<file path="src/rtl/nano_alu_arbiter.sv">
// nano_alu_arbiter: round-robin arbiter and sequencer for the shared 8-bit ALU.
// Accepts one request at a time from two requesters, holds the operands on
// the ALU for a fixed settle time, captures result/flags, then returns the
// response to the requester that issued the operation.
module nano_alu_arbiter #(
    parameter int MULDIV_WAIT = 1
) (
    input  logic       clk,
    input  logic       rst_n,
    input  logic       req0_valid,
    output logic       req0_ready,
    input  logic [3:0] req0_op,
    input  logic [7:0] req0_a,
    input  logic [7:0] req0_b,
    input  logic       req0_unsigned,
    input  logic       req1_valid,
    output logic       req1_ready,
    input  logic [3:0] req1_op,
    input  logic [7:0] req1_a,
    input  logic [7:0] req1_b,
    input  logic       req1_unsigned,
    output logic       rsp0_valid,
    input  logic       rsp0_ready,
    output logic       rsp1_valid,
    input  logic       rsp1_ready,
    output logic [7:0] rsp_data,
    output logic [7:0] rsp_rem,
    output logic [5:0] rsp_flags,
    output logic [7:0] alu_a,
    output logic [7:0] alu_b,
    output logic [3:0] alu_op,
    output logic       alu_unsigned,
    input  logic [7:0] alu_result,
    input  logic [7:0] alu_remainder,
    input  logic       alu_zero,
    input  logic       alu_overflow,
    input  logic       alu_underflow,
    input  logic       alu_div_by_zero,
    input  logic [1:0] alu_comp,
    output logic       busy
);

    typedef enum logic [1:0] {IDLE, EXEC, RESP} state_t;

    localparam logic [2:0] MULDIV_LOAD = 3'(MULDIV_WAIT);

    state_t     r_state;
    state_t     w_state_nxt;
    logic       r_last_grant;
    logic       r_owner;
    logic [3:0] r_op;
    logic [7:0] r_a;
    logic [7:0] r_b;
    logic       r_uns;
    logic [2:0] r_cnt;
    logic [7:0] r_rsp_data;
    logic [7:0] r_rsp_rem;
    logic [5:0] r_rsp_flags;

    logic       w_gnt;
    logic       w_idle;
    logic       w_accept;
    logic       w_rsp_take;
    logic       w_cap;
    logic [3:0] w_sel_op;
    logic [7:0] w_sel_a;
    logic [7:0] w_sel_b;
    logic       w_sel_uns;
    logic [7:0] w_cap_data;
    logic [7:0] w_cap_rem;
    logic [5:0] w_cap_flags;

    // Grant selection: a lone requester wins; on a tie the one not served last wins.
    always_comb begin
        w_gnt = req1_valid;
        if (req0_valid && req1_valid) begin
            w_gnt = ~r_last_grant;
        end
    end

    // Ready is gated by rst_n so nothing is offered while reset is held.
    assign w_idle     = (r_state == IDLE) && rst_n;
    assign req0_ready = w_idle && req0_valid && !w_gnt;
    assign req1_ready = w_idle && req1_valid && w_gnt;
    assign w_accept   = req0_ready || req1_ready;
    assign w_rsp_take = (r_state == RESP) && (r_owner ? rsp1_ready : rsp0_ready);
    assign w_cap      = (r_state == EXEC) && (r_cnt == 3'd0);

    assign w_sel_op  = w_gnt ? req1_op       : req0_op;
    assign w_sel_a   = w_gnt ? req1_a        : req0_a;
    assign w_sel_b   = w_gnt ? req1_b        : req0_b;
    assign w_sel_uns = w_gnt ? req1_unsigned : req0_unsigned;

    // Next-state logic for the IDLE -> EXEC -> RESP sequence.
    always_comb begin
        w_state_nxt = r_state;
        case (r_state)
            IDLE:    if (w_accept)   w_state_nxt = EXEC;
            EXEC:    if (w_cap)      w_state_nxt = RESP;
            RESP:    if (w_rsp_take) w_state_nxt = IDLE;
            default: w_state_nxt = IDLE;
        endcase
    end

    // Response shaping: div-by-zero is resolved here, compare keeps only comp.
    always_comb begin
        w_cap_data  = alu_result;
        w_cap_rem   = 8'h00;
        w_cap_flags = {alu_div_by_zero, alu_underflow, alu_overflow, alu_zero, 2'b00};
        if (r_op == 4'b1100 || r_op == 4'b1101) begin
            if (r_b == 8'h00) begin
                w_cap_data  = 8'h00;
                w_cap_rem   = r_a;
                w_cap_flags = 6'b100000;
            end else begin
                w_cap_rem = alu_remainder;
            end
        end
        if (r_op == 4'b1111) begin
            w_cap_data  = 8'h00;
            w_cap_flags = {4'b0000, alu_comp};
        end
    end

    // State register.
    always_ff @(posedge clk or negedge rst_n) begin
        if (!rst_n) begin
            r_state <= IDLE;
        end else begin
            r_state <= w_state_nxt;
        end
    end

    // Latch the granted request and load the settle counter on accept.
    always_ff @(posedge clk or negedge rst_n) begin
        if (!rst_n) begin
            r_last_grant <= 1'b1;
            r_owner      <= 1'b0;
            r_op         <= 4'h0;
            r_a          <= 8'h00;
            r_b          <= 8'h00;
            r_uns        <= 1'b0;
            r_cnt        <= 3'd0;
        end else if (w_accept) begin
            r_last_grant <= w_gnt;
            r_owner      <= w_gnt;
            r_op         <= w_sel_op;
            r_a          <= w_sel_a;
            r_b          <= w_sel_b;
            r_uns        <= w_sel_uns;
            r_cnt        <= (w_sel_op >= 4'b1010 && w_sel_op <= 4'b1101) ? MULDIV_LOAD : 3'd0;
        end else if (r_state == EXEC && r_cnt != 3'd0) begin
            r_cnt <= r_cnt - 3'd1;
        end
    end

    // Capture the ALU outputs on the last EXEC cycle; held through RESP.
    always_ff @(posedge clk or negedge rst_n) begin
        if (!rst_n) begin
            r_rsp_data  <= 8'h00;
            r_rsp_rem   <= 8'h00;
            r_rsp_flags <= 6'b000000;
        end else if (w_cap) begin
            r_rsp_data  <= w_cap_data;
            r_rsp_rem   <= w_cap_rem;
            r_rsp_flags <= w_cap_flags;
        end
    end

    assign alu_a        = r_a;
    assign alu_b        = r_b;
    assign alu_op       = r_op;
    assign alu_unsigned = r_uns;
    assign rsp_data     = r_rsp_data;
    assign rsp_rem      = r_rsp_rem;
    assign rsp_flags    = r_rsp_flags;
    assign rsp0_valid   = (r_state == RESP) && !r_owner;
    assign rsp1_valid   = (r_state == RESP) && r_owner;
    assign busy         = (r_state != IDLE);

endmodule

</file>
<file path="config.mk">
export PLATFORM = sky130hd
export DESIGN_NAME = nano_alu_arbiter
export DESIGN_NICKNAME = d
export VERILOG_FILES = /design/src/rtl/nano_alu_arbiter.sv
export SDC_FILE = /design/constraint.sdc
export NUM_CORES = 1
export LEC_CHECK = 0
export BUFFER_PORTS_ARGS = -buffer_cell sky130_fd_sc_hd__buf_4
export CORE_MARGIN = 5
export CORE_UTILIZATION = 40
export CTS_CLUSTER_SIZE = 14
export DETAILED_ROUTE_END_ITERATION = 7
export PLACE_DENSITY = 0.79
export SLEW_MARGIN = 5
export SYNTH_ARGS = -nofsm -noshare
export SYNTH_HDL_FRONTEND = slang
export SYNTH_SLANG_ARGS = --single-unit
</file>
<file path="constraint.sdc">
create_clock -name clk -period 2.9 [get_ports clk]
set_input_delay 0.145 -clock clk [delete_from_list [all_inputs] [get_ports clk]]
set_output_delay 0.145 -clock clk [all_outputs]
set_load 0.01 [all_outputs]
</file>
## Word level (Yosys, flattened, before mapping)

Index checks and enable logic that the tools add are counted.

- Flip-flop bits (word level): 50
- Bits of input ports: 70
- Output and inout port bits: 48
- Logic and storage cells: 67

- Add/sub/neg operators: 1
- Magnitude comparators: 2
- Equality and inequality tests: 8
- Mux-type cells: 21
- Bitwise gates (word level): 1
- Reduce and logical (&&, ||, !) cells: 23

Operators by type and width:

| cell | count |
|---|---|
| two-way mux 8 bit | 7 |
| two-way mux 6 bit | 3 |
| equality test 4 bit, second input constant | 3 |
| logical AND 1 bit | 12 |
| zero test 8 bit | 1 |
| two-way mux 2 bit | 3 |
| two-way mux 3 bit | 2 |
| != test 2 bit, second input constant | 3 |
| one-hot mux 2 bit (3 select lines) | 1 |
| greater-or-equal comparator 4 bit, second input constant | 1 |
| less-or-equal comparator 4 bit, second input constant | 1 |
| two-way mux 1 bit | 4 |
| two-way mux 4 bit | 1 |
| nonzero test 2 bit | 2 |
| zero test 3 bit | 1 |
| AND reduction 3 bit | 1 |
| nonzero test 3 bit | 1 |
| subtractor 3 x 1 -> 3 bit, second input constant | 1 |
| equality test 2 x 1 -> 1 bit, second input constant | 1 |
| equality test 2 bit, second input constant | 1 |
| zero test 1 bit | 2 |
| zero test 2 bit | 1 |
| logical OR 1 bit | 2 |
| inverter 1 bit | 1 |

## Logic depth before layout (Yosys ltp)

Gate-level depths: netlist (run 1).

- Word-level depth: 7
- Gate-level depth with buffers: 8
- Mapped depth without buffers: 6

## Worst setup path before layout (run 1)

OpenSTA, ideal clock, no wires.

- Path type: register to register
- Start point: reg r_cnt[0]
- End point: reg r_rsp_rem[0] (netlist: rsp_rem[0])
- Library setup time: 0.076 ns
- Data arrival time: 1.445 ns
- Required time: 2.824 ns
- Setup slack: 1.379 ns
- Cell stages (with the launch flop): 8
- Period minus slack after synthesis: 1.521 ns
- Path through: dfrtp_1 -> inv_1 -> ha_1 -> nand4bb_1 -> buf_4 -> or3_1 -> buf_6 -> o21ai_1

- Longest elaborated chain between the ends: 2

RTL lines:

| item | RTL line | text |
|---|---|---|
| start, declared | 55 | `logic [2:0] r_cnt;` |
| start signal, assigned | 151 | `r_cnt <= (w_sel_op >= 4'b1010 && w_sel_op <= 4'b1101) ? MULDIV_LOAD : 3'd0;` |
| start signal, assigned | 153 | `r_cnt <= r_cnt - 3'd1;` |
| zero test 3 bit | 87 | `assign w_cap = (r_state == EXEC) && (r_cnt == 3'd0);` |
| logical AND 1 bit | 87 |  |
| end signal, assigned | 165 | `r_rsp_rem <= w_cap_rem;` |
| end, declared | 57 | `logic [7:0] r_rsp_rem;` |

No other way between the ends.
A chain may end at the register's enable or synchronous reset.

## Worst setup path in the final report (run 1)

- Start point: reg r_cnt[0]
- End point: reg r_rsp_flags[3] (netlist: rsp_flags[3])

- Longest elaborated chain between the ends: 2

RTL lines:

| item | RTL line | text |
|---|---|---|
| zero test 3 bit | 87 |  |
| logical AND 1 bit | 87 |  |
| end signal, assigned | 166 | `r_rsp_flags <= w_cap_flags;` |
| end, declared | 58 | `logic [5:0] r_rsp_flags;` |

No other way between the ends.

==> results by group, run 1 <==
Run status
  – Outcome: completed

Critical path
  – Reg2reg start: r_cnt[0]
  – CP endpoint kind: register
  – Slowest CP cell: o2bb2ai_2
  – Crit start category: register
  – CP Depth: 6
  – Required time of the critical path: ~3100 ps
  – Crit path cell chain: inv_1 -> ha_1 -> nand4bb_1 -> buf_4 -> o2bb2ai_2 -> a22o_1
  – Reg2Reg Setup Slack: approximately 810 ps
  – Worst R2R End: rsp_flags[3]
  – CP max stage delay: ~420 ps
  – Arrival time worst endpoint: 2320 ps
  – Crit. Startpoint: r_cnt[0]
  – Worst reg-to-reg path cell count: 6
  – CP bufs+invs: 2
  – CP Capture Point: rsp_flags[3]
  – Max Fanout on Critical Path: 18
  – CP delay by family, top: compound AO/OA/AOI/OAI gates
  – CP Class: reg2reg

Clocking
  – Post-CTS Setup Inserts: 0
  – Clock transition at path regs: 90 ps
  – H-tree depth: 2
  – CTS tree: built
  – Num CTS Buffers: 5
  – Bufs on Longest Clock Path: 2
  – Root Driver: clkbuf_8
  – CTS Hold Bufs: 1
  – Clock Sinks: 50
  – Post_cts resized: 0
  – Clock Latency Late Sink: 300 ps

Synth
  – Syn Area/Cell: ~11 µm²
  – Area leader, netlist: dfrtp_1
  – Cell variety after synth: 36
  – Top post-synthesis cells by area: dfrtp_1, mux2i_1, a21oi_1
  – Syn. warnings: 0
  – EDFF count, synth: 0
  – Top cell type's share of synthesized area: between 50 and 60%
  – Commonest register cell after synthesis: dfrtp_1
  – Post-Synthesis Cells: 214
  – Seq cells post-synth: 50
  – Post-synthesis sequential area ratio: approximately 53%
  – FFs w/ async S/R, synth: 100%
  – Mapped Area: ~2400 µm²
  – Syn_nets: ~290

Power and ir drop
  – Power per cell area: slightly above 900 nW/µm²
  – Net Sw Power: approximately 1100 µW
  – Clock Power Share: about 16%
  – P_int: around 2000 µW
  – P_leak: ~0.0017 µW
  – VDD IR max: between 300 and 400 µV
  – Sequential power share: roughly 40%
  – Comb power frac: about 44%
  – Final Power: roughly 3100 µW
  – Switching Fraction: 36.1%

Timing
  – Final setup fails: 0
  – RSZ-0062 raised after global routing: no
  – Tmin final: approximately 2100 ps
  – Setup TNS Final: 0 ps
  – Clk_skew: 9.67 ps
  – Tcrit/Tclk final: just over 70%
  – Final hold vios: 0
  – Fmax: 480 MHz
  – Relative slew slack: around a third
  – Worst slew pin tran: a little under 1000 ps
  – Final Worst Setup Slack: 815 ps
  – Max Slew Vio Count: 0

Route
  – Vias per Instance: about 4.8
  – Met2 WL: 3090 µm
  – DRT antenna net count: 0
  – Metal1 wirelength: ~2500 µm
  – Residual DRC: 0
  – DR WL/cell: around 15 µm
  – Via count: roughly 2.0k
  – 1st-iter DRT viols: 35
  – Met3 WL: 415 µm
  – Top layer in use: met4
  – TritonRoute pass-1 iters: 4
  – Routed WL: around 6000 µm

Place
  – HPWL Detailed: ~4700 µm
  – Port Buffer Count: roughly 120
  – Dpl ws: approximately 830 ps
  – RePlAce Congestion: 0.684

Floorplan
  – Die ar.: between 7000 and 8000 µm²
  – CORE AREA: approximately 5800 µm²
  – # rows: 28
  – I/O pin cnt: about 120
  – Initial Utilization: between 40 and 50%
  – Die X: 86.8 µm
  – Die height: about 87 µm

Finish
  – Layout area overhead: 43.8%
  – Antenna Cells: 0
  – Commonest non-fill, non-tap cell in the layout: buf_4
  – Proportion of layout cells with a drive suffix above 1: between 40% and 50%
  – Most frequent cells in the layout: buf_4, dfrtp_1, mux2i_1, nor2_1, a21oi_1
  – Layout fillers: 520
  – Fin nets: approximately 400

Global routing
  – Pin count of the biggest net entering global routing: 51
  – Vias in the first global route: between 1.5k and 2k
  – All-Layer GR Usage: roughly 16%
  – First-pass GRT wire length: 9560 µm
  – Global route overflow: 0
  – Initial antenna violation count: 0

Job
  – Max Cap Viol: 0

Hold path
  – HP Class: in2reg
[power by group through the flow]
| stage | logic, µW | registers, µW | clock network, µW |
|---|---|---|---|
| finish | 1380 | 1260 | 484 |
| detailed placement | 1400 | 1270 | 0 |
| global route | 1520 | 1310 | 527 |
| global placement | 1360 | 1270 | 0 |
| CTS | 1410 | 1260 | 499 |
| floorplan | 652 | 1350 | 0 |
[registers in the layout (all words and copies together), names as in the netlist]
register	cells
alu_b	8
alu_op	4
alu_unsigned	1
rsp_rem	8
r_state	2
r_cnt	3
rsp_data	8
alu_a	8
r_owner	1
r_last_grant	1
rsp_flags	6
[how the worst min path moves through the flow]
| stage | start | endpoint | depth (start not counted) |
|---|---|---|---|
| after floorplan | rst_n | alu_a[0] | 0 |
| final | req0_valid | r_last_grant | 2 |
| after global routing | req0_valid | r_last_grant | 2 |
| after global placement | rst_n | rsp_data[5] | 2 |
| after detailed placement | rst_n | rsp_data[5] | 2 |
| after CTS | req0_valid | r_last_grant | 2 |
[metrics by stage]
step                      util [%]  instance area, µm²  cells  hold slack, ps
after global placement        56.3                3280    396             305
after detailed placement      56.3                3280    396             316
final                         58.4                3400    405            33.3
after floorplan                  -                2360    214            -151
after global routing          58.4                3400    405            32.4
after CTS                     58.4                3400    405            26.8
[routing by layer]
layer  up-vias  track usage (%)
li1        977                -
met1       921             21.1
met2        60             26.7
met3         6             4.28
met4         0             3.40
met5         -                0
[final cells by class]
cell class | instances | area, µm² | share of cell area, %
Clock buffer | 6 | 72.6 | 2.14
Clock inverter | 2 | 37.5 | 1.11
Inverter | 3 | 11.3 | 0.332
Multi-Input combinational cell | 148 | 1020 | 30.0
Sequential cell | 50 | 1250 | 36.9
Tap cell | 75 | 93.8 | 2.76
Timing Repair Buffer | 121 | 911 | 26.8
[synth_stat cells (3+ instances only)]
| master | number |
|---|---|
| o21ai_1 | 8 |
| a21oi_1 | 26 |
| buf_2 | 4 |
| mux2i_1 | 33 |
| buf_4 | 6 |
| dfrtp_1 | 49 |
| nor2_1 | 27 |
| a22o_1 | 11 |
| nand2_1 | 12 |
| inv_1 | 3 |
[cell families after synthesis]
family	share of synthesized area (%)
compound gates	14.3
xor+xnor	1.48
fa+ha+maj	1.06
buf+inv	4.35
flops	53.0
mux	14.0
simple gates	11.8
Note: power is estimated with default switching activity, not from simulation.
==> run 2, diff against run 1 <==
- ABC_AREA: not set -> 1
- clock period: 2.9 -> 2.1 ns (I/O delays scaled with it)
==> results by group, run 2 <==
Synth
  – Top cell type's share of synthesized area: 50.3%
  – Mapped Area: between 2000 and 2500 µm²
  – Post-synthesis sequential area ratio: slightly above 50%
  – Syn Area/Cell: between 8 and 9 µm²
  – Most instantiated cells after synthesis: nand2_1, dfrtp_1, nor2_1
  – FFs w/ async S/R, synth: 100%
  – Area leader, netlist: dfrtp_1
  – Count leader, synth: nand2_1
  – Syn. warnings: 0
  – Seq cells post-synth: 50
  – Cell variety after synth: 28
  – Top post-synthesis cells by area: dfrtp_1, nand2_1, nor2_1
  – EDFF count, synth: 0
  – Syn_nets: around 380
  – Commonest register cell after synthesis: dfrtp_1
  – Post-Synthesis Cells: around 300

Route
  – Residual DRC: 0
  – 1st-iter DRT viols: 75
  – DRT antenna net count: 0
  – Vias per Instance: ~4.8
  – Routed WL: roughly 6700 µm
  – TritonRoute pass-1 iters: 4
  – Via count: about 2.4k
  – DR WL/cell: 13.5 µm

Timing
  – Worst slew pin tran: about 620 ps
  – Tmin final: around 1900 ps
  – Final hold vios: 0
  – Fmax: 529 MHz
  – Clk_skew: 3.07 ps
  – Final setup fails: 0
  – Final Worst Setup Slack: roughly 210 ps
  – Setup TNS Final: 0 ps
  – Max Slew Vio Count: 0
  – Relative slew slack: around three fifths
  – RSZ-0062 raised after global routing: no
  – Tcrit/Tclk final: roughly 90%

Finish
  – Fin nets: slightly below 500
  – Layout area overhead: 43.0%
  – Layout fillers: approximately 580
  – Proportion of layout cells with a drive suffix above 1: about a third
  – Most frequent cells in the layout: buf_4, nand2_1, dfrtp_1, nor2_1, a31oi_1
  – Commonest non-fill, non-tap cell in the layout: buf_4
  – Antenna Cells: 0

Clocking
  – Bufs on Longest Clock Path: 2
  – Post-CTS Setup Inserts: 0
  – Num CTS Buffers: 5
  – Clock Sinks: 50
  – CTS tree: built
  – Clock transition at path regs: 90 ps
  – H-tree depth: 2
  – Root Driver: clkbuf_8
  – Clock Latency Late Sink: approximately 290 ps

Critical path
  – Required time of the critical path: approximately 2000 ps
  – Worst R2R End: alu_b[5]
  – CP delay by family, top: simple AND/OR/NAND/NOR gates
  – Arrival time worst endpoint: between 1500 and 2000 ps
  – CP max stage delay: about 550 ps
  – CP Class: reg2out
  – CP endpoint kind: primary output
  – Reg2Reg Setup Slack: around 410 ps
  – Reg2reg start: r_state[1]
  – Slowest CP cell: dfstp_2
  – Crit start category: register
  – CP bufs+invs: 2
  – Max Fanout on Critical Path: 26
  – Worst reg-to-reg path cell count: 6
  – Crit path cell chain: nand2_2 -> nand2_4 -> inv_2 -> nor3_1 -> buf_4

Global routing
  – Pin count of the biggest net entering global routing: 51
  – Vias in the first global route: between 2k and 2.5k
  – All-Layer GR Usage: between 10% and 20%
  – Initial antenna violation count: 0
  – First-pass GRT wire length: between 10000 and 15000 µm
  – Global route overflow: 0

Job
  – Max Cap Viol: 0

Place
  – Dpl ws: about 390 ps
  – Port Buffer Count: between 100 and 150
  – RePlAce Congestion: between 0.7 and 0.8
  – HPWL Detailed: ~5300 µm

Floorplan
  – Die height: roughly 90 µm
  – Initial Utilization: between 40% and 50%
  – # rows: 28
  – CORE AREA: approximately 6000 µm²
  – Die X: between 80 and 90 µm
  – I/O pin cnt: around 120
  – Die ar.: 7760 µm²

Hold path
  – HP Class: in2reg
  – Hold path startpoint: alu_result[7]
  – Hold path cells: 3
  – Hold EP: rsp_data[7]

Power and ir drop
  – VDD IR max: between 500 and 600 µV
  – Power per cell area: around 1300 nW/µm²
  – P_leak: between 0.0015 and 0.002 µW

Run status
  – Outcome: completed
-- run 2: worst register-to-register path, stage by stage (launching register included) --
cell,delay [ps]
dfrtp_1,430
nor2_1,170
nand2_1,170
a21oi_4,410
buf_12,230
nor2_1,50
a31oi_1,150
-- run 2: timing repair --
action                    CTS  global route
hold buffers                1             0
resized for setup           0             0
hold endpoints to repair   49             0
-- run 2: cell families (layout without fill, tap and decap cells) --
group / count (synthesis) / count (layout) / synth area share (%)
simple gates: 185 / 185 / 32.7
compound gates: 38 / 38 / 9.24
fa+ha+maj: 2 / 2 / 1.03
flops: 50 / 50 / 51.4
buf+inv: 28 / 146 / 5.64
-- run 2: worst max-delay path by stage --
stage                             from    endpoint  slack, ps  cells past startpoint
after global routing      r_last_grant  req0_ready         60                      5
after global placement      r_state[1]    alu_b[5]        410                      6
after floorplan           r_last_grant  req0_ready        760                      5
after CTS                 r_last_grant  req0_ready        200                      5
after detailed placement    r_state[1]    alu_b[5]        390                      6
final                     r_last_grant  req0_ready        210                      5
-- run 2: stage by stage --
stage                     hold WS [ps]  power [µW]  area [µm²]  std cells  utilization [%]
after floorplan                   -191        2880        2440        303                -
after global placement             275        3860        3370        487             57.0
after detailed placement           285        3930        3370        487             57.0
after CTS                         22.1        4600        3490        496             58.9
after global routing              24.3        4930        3490        496             58.9
final                             30.3        4540        3490        496             58.9
-- run 2: layout make-up --
type | instances | area, µm² | area share (%)
clock buffer | 7 | 76.3 | 2.19
clock inverter | 1 | 30.0 | 0.861
tap | 75 | 93.8 | 2.69
inverter | 17 | 63.8 | 1.83
timing repair buffer | 121 | 923 | 26.5
sequential | 50 | 1250 | 35.9
multi-input combinational | 225 | 1050 | 30.1
-- run 2: power by group --
part	leakage [µW]	switching, µW	total, µW	internal, µW
Sequential	0.000608	333	1770	1440
Combinational	0.00115	1110	2110	1000
Clock	0.0000524	304	661	357
-- run 2: metal layers --
layer  up-vias  track usage (%)  part of all wire, %
li1       1201                -                    -
met1      1109             22.6                   40
met2        89             29.5                   49
met3         6             4.80                   10
met4         0             5.63                  1.1
met5         -                0                    0
==> run 3, diff against run 2 <==
- CAP_MARGIN: not set -> 20
- CELL_PAD_IN_SITES_DETAIL_PLACEMENT: not set -> 2
- CELL_PAD_IN_SITES_GLOBAL_PLACEMENT: not set -> 2
- CORE_UTILIZATION: 40 -> 24
- PLACE_DENSITY: 0.79 -> 0.86
==> results by group, run 3 (synthesized netlist as in run 2, its figures left out) <==
Finish
  – Most frequent cells in the layout: buf_4, nand2_1, dfrtp_1, nor2_1, a31oi_1
  – Layout area overhead: 45.9%
  – Fin nets: 494
  – Antenna Cells: 0
  – Register area: ~1300 µm²
  – Commonest non-fill, non-tap cell in the layout: buf_4
  – Layout fillers: approximately 1.1k
  – Fin area: approximately 3600 µm²
  – Area occupied by multi-input gates: ~1100 µm²
  – Proportion of layout cells with a drive suffix above 1: about a third

Timing
  – Final Worst Setup Slack: 245 ps
  – Tcrit/Tclk final: between 80% and 90%
  – Final hold vios: 0
  – Setup TNS Final: 0 ps
  – RSZ-0062 raised after global routing: no
  – Worst slew pin tran: 661 ps
  – Tmin final: between 1500 and 2000 ps
  – Clk_skew: slightly above 7 ps
  – Relative slew slack: about 56%
  – Final setup fails: 0
  – Fmax: ~540 MHz
  – WHS: between 20 and 30 ps
  – Max Slew Vio Count: 0

Critical path
  – Reg2Reg Setup Slack: ~370 ps
  – Slowest CP cell: dfstp_2
  – Worst reg-to-reg path cell count: 6
  – Reg2reg start: r_cnt[1]
  – CP max stage delay: about 550 ps
  – CP Class: reg2out
  – Max Fanout on Critical Path: 26
  – Crit path cell chain: nand2_2 -> nand2_8 -> inv_2 -> nor3_1 -> buf_4
  – Required time of the critical path: ~2000 ps
  – Worst R2R End: rsp_rem[3]
  – CP endpoint kind: primary output
  – Crit start category: register
  – Arrival time worst endpoint: 1750 ps

Run status
  – Outcome: completed

Global routing
  – Initial antenna violation count: 0
  – First-pass GRT wire length: roughly 15000 µm
  – Vias in the first global route: 2860
  – Pin count of the biggest net entering global routing: just over 50
  – Global route overflow: 0
  – All-Layer GR Usage: 14.8%

Job
  – Max Cap Viol: 0

Route
  – DRT antenna net count: 0
  – 1st-iter DRT viols: slightly above 70
  – TritonRoute pass-1 iters: 4
  – Routed WL: between 9000 and 10000 µm
  – DR WL/cell: approximately 16 µm
  – Residual DRC: 0
  – Vias per Instance: 4.41
  – Via count: 2454

Power and ir drop
  – VDD IR max: ~300 µV
  – Power per cell area: around 1300 nW/µm²
  – P_leak: 0.00181 µW

Place
  – RePlAce Congestion: between 0.7 and 0.8
  – DP Area: between 3000 and 4000 µm²
  – Dpl ws: around 320 ps
  – HPWL Detailed: between 7000 and 8000 µm
  – Port Buffer Count: roughly 120

Clocking
  – CTS tree: built
  – Bufs on Longest Clock Path: 2
  – Root Driver: clkbuf_8
  – Clock Sinks: 50
  – Post-CTS Setup Inserts: 0
  – Clock transition at path regs: ~90 ps
  – Clock Latency Late Sink: 300 ps
  – H-tree depth: 2
  – Num CTS Buffers: 5

Hold path
  – Hold path startpoint: alu_result[1]
  – HP Class: in2reg
  – Hold path cells: 3
  – Hold EP: rsp_data[1]

Floorplan
  – Die height: 111 µm
  – I/O pin cnt: 118
  – Die X: about 110 µm
  – Initial Utilization: about a quarter
  – # rows: 36
  – CORE AREA: 9860 µm²
  – Die ar.: 12300 µm²
==> run 3: changes by cell type in the layout (fill, tap and decap cells not counted) <==
cell       change
nand2_8        +1
buf_4          +3
bufinv_16      -1
clkinv_2       +1
clkbuf_8       +1
buf_12         -1
clkbuf_1       -1
nand2_4        -1
==> run 3: worst max-delay path by stage <==
stage,start,to
6_report,r_last_grant,req0_ready
3_3_place_gp,r_last_grant,req0_ready
3_5_place_dp,r_last_grant,alu_unsigned
4_1_cts,r_last_grant,req0_ready
5_1_grt,r_last_grant,req0_ready
2_1_floorplan,r_last_grant,req0_ready
==> run 3: metrics by stage <==
stage / instances / util, % / total power, µW
floorplan: 303 / - / 2880
global placement: 547 / 34.9 / 3920
finish: 556 / 36.1 / 4570
detailed placement: 547 / 34.9 / 4070
global route: 556 / 36.1 / 4960
CTS: 556 / 36.0 / 4680
==> run 3: critical path, delay by kind of cell, from the launching register on <==
kind / cells / cell delay [ps]
flops: 1 / 550
simple gates: 3 / 530
buf+inv: 2 / 370
==> run 3: final cells by class <==
cell class              instances  area share, %
repair buffers                123           26.0
flip-flops and latches         50           35.2
well taps                     133           4.68
clock inverters                 1          0.141
multi-input cells             225           29.7
inverters                      17           1.79
clock buffers                   7           2.43
==> run 3: layer usage <==
metal | up-vias | track usage, % | wire, µm
met3 | 6 | 3.22 | 407
met4 | 0 | 3.45 | 67
li1 | 1202 | - | -
met1 | 1175 | 17.2 | 3720
met5 | - | 0 | 0
met2 | 71 | 27.7 | 4910
==> run 3: report_power, final <==
part           internal, µW  switching [µW]  total [µW]
registers              1440             370        1810
clock network           267             315         582
logic                   996            1190        2180
==> run 3: what timing repair did <==
action / 4_1_cts / 5_1_grt
hold buffers: 1 / 0
hold endpoints to repair: 49 / 0
resized for setup: 0 / 1
setup endpoints to repair: 0 / 1
